===== src/rtl/mcounter_if.sv =====
// Signal bundle for one emulated counter stage: emulated clock/control inputs
// and the counter value / cascade outputs.
interface mcounter_if #(
  parameter int unsigned WIDTH = 4
);
  logic             ck;
  logic             clr;
  logic             ld;
  logic [WIDTH-1:0] d;
  logic             en;
  logic             up;
  logic [WIDTH-1:0] q;
  logic             tc;
  logic             edge_o;
  logic             wrap;

  modport master (
    output ck, clr, ld, d, en, up,
    input  q, tc, edge_o, wrap
  );

  modport slave (
    input  ck, clr, ld, d, en, up,
    output q, tc, edge_o, wrap
  );
endinterface


===== src/rtl/mcounter.sv =====
// Edge-triggered 74x161/163-style counter emulated in the `clock` domain:
// the derived net `ck` is sampled and edge-detected instead of clocking flops.
module mcounter #(
  parameter int unsigned WIDTH   = 4,
  parameter int unsigned MODULUS = 16,
  parameter bit          EDGE    = 1'b1
) (
  input logic       clock,
  input logic       resb,
  mcounter_if.slave bus
);

  localparam logic [WIDTH-1:0] CNT_MAX  = WIDTH'(MODULUS - 1);
  localparam logic [WIDTH-1:0] CNT_ZERO = '0;

  logic [WIDTH-1:0] cnt;
  logic [WIDTH-1:0] cnt_nxt;
  logic             ck_prev;
  logic             wrap_q;
  logic             wrap_nxt;
  logic             edge_c;

  // ck_prev resets to the active level so a ck already active at release is not an edge
  assign edge_c = EDGE ? (bus.ck & ~ck_prev) : (~bus.ck & ck_prev);

  // Next-state: clear > load > count > hold
  always_comb begin
    cnt_nxt  = cnt;
    wrap_nxt = 1'b0;
    if (bus.clr) begin
      cnt_nxt = CNT_ZERO;
    end else if (edge_c && bus.ld) begin
      cnt_nxt = bus.d;
    end else if (edge_c && bus.en) begin
      if (bus.up) begin
        if (cnt >= CNT_MAX) begin
          cnt_nxt  = CNT_ZERO;
          wrap_nxt = 1'b1;
        end else begin
          cnt_nxt = cnt + WIDTH'(1);
        end
      end else begin
        if (cnt == CNT_ZERO) begin
          cnt_nxt  = CNT_MAX;
          wrap_nxt = 1'b1;
        end else begin
          cnt_nxt = cnt - WIDTH'(1);
        end
      end
    end
  end

  always_ff @(posedge clock or negedge resb) begin
    if (!resb) begin
      cnt     <= CNT_ZERO;
      wrap_q  <= 1'b0;
      ck_prev <= EDGE;
    end else begin
      cnt     <= cnt_nxt;
      wrap_q  <= wrap_nxt;
      ck_prev <= bus.ck;
    end
  end

  // clr behaves like the original async clear: zero latency on q/tc/edge_o
  assign bus.q      = bus.clr ? CNT_ZERO : cnt;
  assign bus.tc     = ~bus.clr & bus.en & (bus.up ? (cnt == CNT_MAX) : (cnt == CNT_ZERO));
  assign bus.edge_o = edge_c & ~bus.clr;
  assign bus.wrap   = wrap_q;

endmodule


===== src/flat_wrapper.sv =====
// flat-port wrapper written by rule: the top's interface ports become plain ports
module mcounter_flat 
#(
  parameter int unsigned WIDTH   = 4,
  parameter int unsigned MODULUS = 16,
  parameter bit          EDGE    = 1'b1
)
  (clock, resb, bus_ck, bus_clr, bus_ld, bus_d, bus_en, bus_up, bus_q, bus_tc, bus_edge_o, bus_wrap);
  mcounter_if #(.WIDTH(WIDTH)) bus_i ();
  input logic clock;
  input logic resb;
  input wire logic [$bits(bus_i.ck)-1:0] bus_ck;
  input wire logic [$bits(bus_i.clr)-1:0] bus_clr;
  input wire logic [$bits(bus_i.ld)-1:0] bus_ld;
  input wire logic [$bits(bus_i.d)-1:0] bus_d;
  input wire logic [$bits(bus_i.en)-1:0] bus_en;
  input wire logic [$bits(bus_i.up)-1:0] bus_up;
  output wire logic [$bits(bus_i.q)-1:0] bus_q;
  output wire logic [$bits(bus_i.tc)-1:0] bus_tc;
  output wire logic [$bits(bus_i.edge_o)-1:0] bus_edge_o;
  output wire logic [$bits(bus_i.wrap)-1:0] bus_wrap;
  assign bus_i.ck = bus_ck;
  assign bus_i.clr = bus_clr;
  assign bus_i.ld = bus_ld;
  assign bus_i.d = bus_d;
  assign bus_i.en = bus_en;
  assign bus_i.up = bus_up;
  assign bus_q = bus_i.q;
  assign bus_tc = bus_i.tc;
  assign bus_edge_o = bus_i.edge_o;
  assign bus_wrap = bus_i.wrap;
  mcounter #(.WIDTH(WIDTH), .MODULUS(MODULUS), .EDGE(EDGE)) u_core (.clock(clock), .resb(resb), .bus(bus_i));
endmodule

===== config.mk =====
export PLATFORM = sky130hd
export DESIGN_NAME = mcounter_flat
export DESIGN_NICKNAME = d
export VERILOG_FILES = /design/src/rtl/mcounter_if.sv /design/src/rtl/mcounter.sv /design/src/flat_wrapper.sv
export SDC_FILE = /design/constraint.sdc
export NUM_CORES = 1
export LEC_CHECK = 0
export CORE_AREA = 2 2 39 41
export DETAILED_ROUTE_END_ITERATION = 8
export DIE_AREA = 0 0 41 43
export PLACE_DENSITY = 0.65
export SYNTH_ARGS = -nofsm -noshare
export SYNTH_HDL_FRONTEND = slang
export SYNTH_SLANG_ARGS = --single-unit

===== constraint.sdc =====
create_clock -name clock -period 1.8 [get_ports clock]
set_input_delay 0.36 -clock clock [delete_from_list [all_inputs] [get_ports clock]]
set_output_delay 0.36 -clock clock [all_outputs]
set_load 0.02 [all_outputs]

## Yosys cells after proc, flatten, opt, wreduce, memory -nomap -nowiden

Cells that the tools add are included.

| word-level totals | value |
|---|---|
| flip-flop bits (word level) | 6 |
| bits of input ports | 11 |
| output and inout port bits | 7 |
| word-level logic and storage cells | 31 |

| operators by class | value |
|---|---|
| add/subtract/negate cells | 2 |
| $lt $le $gt $ge | 1 |
| eq/ne operators | 1 |
| muxes and demuxes | 14 |
| bitwise gates (word level) | 6 |
| reductions and logical operators | 4 |

Operators by type and width:

| kind | number |
|---|---|
| 4-bit two-way mux | 7 |
| 1-bit two-way mux | 7 |
| 4-bit by 1-bit adder with 4-bit output, second input constant | 1 |
| 1-bit AND | 4 |
| 4-bit == test, second input constant | 1 |
| 4-bit >= comparator, second input constant | 1 |
| 4-bit zero test | 1 |
| 4-bit by 1-bit subtractor with 4-bit output, second input constant | 1 |
| 3-bit nonzero test | 1 |
| 1-bit logical AND | 2 |
| 1-bit NOT | 2 |

## Depth between registers and ports, before layout

| logic depth | value |
|---|---|
| depth in word-level cells | 6 |
| gate-level depth with buffers | 7 |
| depth with buffers taken out | 7 |

## Least setup slack after synthesis

Ideal clock, no wire load.

| timing path | value |
|---|---|
| kind | register to output |
| start | register u_core.cnt[1] |
| end | output bus_tc |
| arrival time | 1.306 ns |
| data required time | 1.440 ns |
| slack | 0.134 ns |
| cell stages (with the launch flop) | 7 |
| path buffers | 0 |
| cell sequence | dfrtp_1 inv_1 ha_1 nand2b_1 nor3_1 o21ai_0 nor2_1 |

| on the way | value |
|---|---|
| word-level cells in the longest chain between the ends | 3 |
| elaborated cells on any way between the ends | 4 |
| those cells by class | 1 x eq/ne; 1 x mux; 1 x bitwise; 1 x reduce/logical |

Ends and longest elaborated chain:

| element | line | source |
|---|---|---|
| from (decl) | mcounter.sv:16 | `logic [WIDTH-1:0] cnt;` |
| from (signal assigned) | mcounter.sv:59 | `cnt <= cnt_nxt;` |
| 4-bit == test or 4-bit zero test (tied branches) | mcounter.sv:67 | `assign bus.tc = ~bus.clr & bus.en & (bus.up ? (cnt == CNT_MAX) : (cnt == CNT_ZERO));` |
| 1-bit two-way mux * | mcounter.sv:67 |  |
| 1-bit AND * | mcounter.sv:67 |  |
| to (decl) | flat_wrapper.sv:19 | `output wire logic [$bits(bus_i.tc)-1:0] bus_tc;` |

Every way passes the cells marked *; elsewhere a longest branch is shown, timed or not.

## Worst setup path after layout

| timing path | value |
|---|---|
| start | input bus_up |
| end | output bus_tc |

| on the way | value |
|---|---|
| word-level cells in the longest chain between the ends | 2 |

Ends and longest elaborated chain:

| element | line | source |
|---|---|---|
| from (decl) | flat_wrapper.sv:17 | `input wire logic [$bits(bus_i.up)-1:0] bus_up;` |
| 1-bit two-way mux | mcounter.sv:67 |  |
| 1-bit AND | mcounter.sv:67 |  |

No other way between the ends.

==> impl_results.md <==
* Row cnt at 14
* Nets at 108
* Register area share after synthesis at 33.2%
* Top post-synthesis cells by area: dfrtp_1, nor2_1, dfstp_2
* Min cycle time layout at 1.82 ns
* CTS Buf Count at 3
* WL/cell at 11.1 um
* Layout area overhead at 79.1%
* Startpoint Class: input port
* Failing checks: negative setup slack
* Worst skew pair latency at 0.24 ns
* Final Hold Violating Endpoints at 0
* Mapped cell area at 455 um2
* Crit Path Class: input port to output port
* GP Congestion at 0.808
* Global route hottest layer: met2
* Placed cell areas at 754 um2
* Buffers on Ports at 17
* CP Data Arrival Time at 1.46 ns
* Max VDD drop at 0.312 mV
* PnR worst setup slack at -0.0242 ns
* CP Capture Type: output port
* First-pass GRT wire length at 1970 um
* Total power at 0.417 mW
* Max Clock Freq at 0.548 GHz
* Post-route clock skew at 0.00739 ns
* Syn Area/Cell at 7.85 um2
* Clk slew on worst S/H paths at 0.05 ns
* Fin area at 816 um2
* IO Count at 18
* Vias per cell at 4.85
* Syn. warnings at 0
* Syn Inst Count at 58
* CTS max path bufs at 2
* CTS Sinks at 6
* Largest net degree at the start of global routing at 8
* Routed via count at 533
* Antenna violations before repair at 0
* Fin crit share at 101%
* Total Routing Usage GR at 16.7%
* Vias in the first global route at 469
* DRC viols at 0
* Least-Margin Pin Slew at 0.364 ns
* Met1 GRT Util at 22.8%
* Flip-flop and latch area at 151 um2
* Dpl hpwl at 1020 um
* Core Util, Final at 59.0%
* Top cell type by total area after synthesis: dfrtp_1
* Initial Utilization at 32.9%
* Core Region at 1380 um2
* Max-Cap Viols at 0
* Total grt overflow at 0
* Crit path max fanout at 3
* Most common cell after layout, fill and taps aside: buf_4
* Met3 Use GR at 3.14%
* Hold Path Class: input port to async pin
* Fin. max-slew vios at 0
* Fillers at 129
* Max-slew headroom at 75.4%
* Die height at 43 um
* Routed wire length at 1220 um
* Layout cell share with drive strength beyond 1 at 35.1%
* Most frequent cells in the layout: buf_4, clkdlybuf4s50_1, nor2_1, nand2_1
* Syn Nets at 71
* RSZ-0062 raised after global routing: yes
* FF+latch count, synth at 6
* Cell variety after synth at 27
* Final-report setup violation count at 1
* WP data required at 1.44 ns
* H-tree lvl count at 1
* CTS tree: done
* Initial DRC count at 3
* ANT nets after route at 0
* Hold buffer count at CTS at 0
* Pwr/cell area at 511 nW/um2
* Initial DRT Pass Iterations at 2
* Chip width at 41 um
* Share of the synthesized area in the top cell type at 27.5%
* Die area at 1760 um2
* Footprint of the multi-input gates at 327 um2
* GRT met2 Usage at 23.4%
* Ant diodes at 0
* Root Driver: clkbuf_4
* Status: finished with violations
* Leak at 0.387 nW
routing by layer:
layer	wire (um)	vias up	share of wire, %
li1	-	278	-
met1	566	244	47
met2	588	9	48
met3	50	2	4.1
met4	11	0	0.90
met5	0	-	0
report_power, final:
group	internal [mW]	switching, mW	total [mW]
logic	0.0780	0.0622	0.140
clock network	0.0837	0.0443	0.128
registers	0.143	0.00649	0.149
cells in the mapped netlist:
| cell type | n |
|---|---|
| o21ai_0 | 5 |
| o21a_1 | 1 |
| dfstp_2 | 1 |
| nor2b_1 | 1 |
| clkbuf_1 | 1 |
| inv_2 | 1 |
| mux2_2 | 1 |
| xor2_1 | 1 |
| dfrtp_1 | 5 |
| o41ai_2 | 1 |
| o21bai_1 | 1 |
| inv_1 | 3 |
| a311oi_1 | 1 |
| nor3_1 | 2 |
| nand2b_1 | 2 |
| a21oi_1 | 4 |
| a211oi_1 | 1 |
| and3_1 | 1 |
| and2_1 | 1 |
| nand2_1 | 7 |
| nor2_1 | 10 |
| o311ai_0 | 1 |
| nor3b_1 | 1 |
| nor3b_2 | 1 |
| ha_1 | 2 |
| o21ai_1 | 1 |
| o32ai_1 | 1 |
cell families (layout without fill, tap and decap cells):
family          count (synthesis)  in the layout  share of synthesized area [%]
fa+ha+maj                       2              2                           5.49
flops                           6              6                           33.2
mux                             1              1                           2.47
buf+inv                         5             41                           4.12
simple gates                   26             26                           27.5
xor+xnor                        1              1                           1.92
compound gates                 17             17                           25.3
worst paths after layout:
check                                                from                         to  slack [ns]  cells past startpoint
worst max-delay path                               bus_up                     bus_tc       -0.02                      6
worst min-delay path                                 resb  u_core.cnt[2]$_DFFE_PN0P_        0.36                      1
worst max register to register  u_core.cnt[1]$_DFFE_PN0P_  u_core.cnt[3]$_DFFE_PN0P_        0.12                      7
worst min register to register  u_core.cnt[1]$_DFFE_PN0P_  u_core.cnt[1]$_DFFE_PN0P_        0.62                      3
max in group asynchronous                            resb   u_core.ck_prev$_DFF_PN1_        1.17                      1
min in group clock              u_core.cnt[1]$_DFFE_PN0P_  u_core.cnt[1]$_DFFE_PN0P_        0.62                      3
worst max-delay path, stage by stage:
cell	delay, ns
clkdlybuf4s50_1	0.44
nand2b_4	0.17
nor3_4	0.17
o21ai_2	0.07
nor2_1	0.10
buf_4	0.15
repair_timing:
action / in CTS / in global routing
setup buffers: 0 / 1
pin swaps: 0 / 5
resized for setup: 13 / 10
setup endpoints to repair: 6 / 2
sequential cells by signal, indices dropped and copies added, names as in the netlist:
| register | count |
|---|---|
| u_core.cnt | 4 |
| u_core.bus.wrap | 1 |
| u_core.ck_prev | 1 |
stage by stage:
stage	setup TNS (ns)	setup slack, ns	std cells	hold slack, ns
floorplan	0	0.134	58	0.0644
global placement	-2.16	-0.563	105	0.564
detailed placement	-2.12	-0.559	105	0.576
CTS	-0.0406	-0.0406	109	0.353
global route	-0.0976	-0.0976	110	0.357
finish	-0.0242	-0.0242	110	0.355
cell type report:
cell class                 count  area share, %
clock buffer                   4           3.22
inverter                       4           1.84
multi-input combinational     47           40.0
sequential                     6           18.6
tap                           16           2.45
timing repair buffer          33           33.9
No activity file was read; power rests on OpenSTA's default activity.
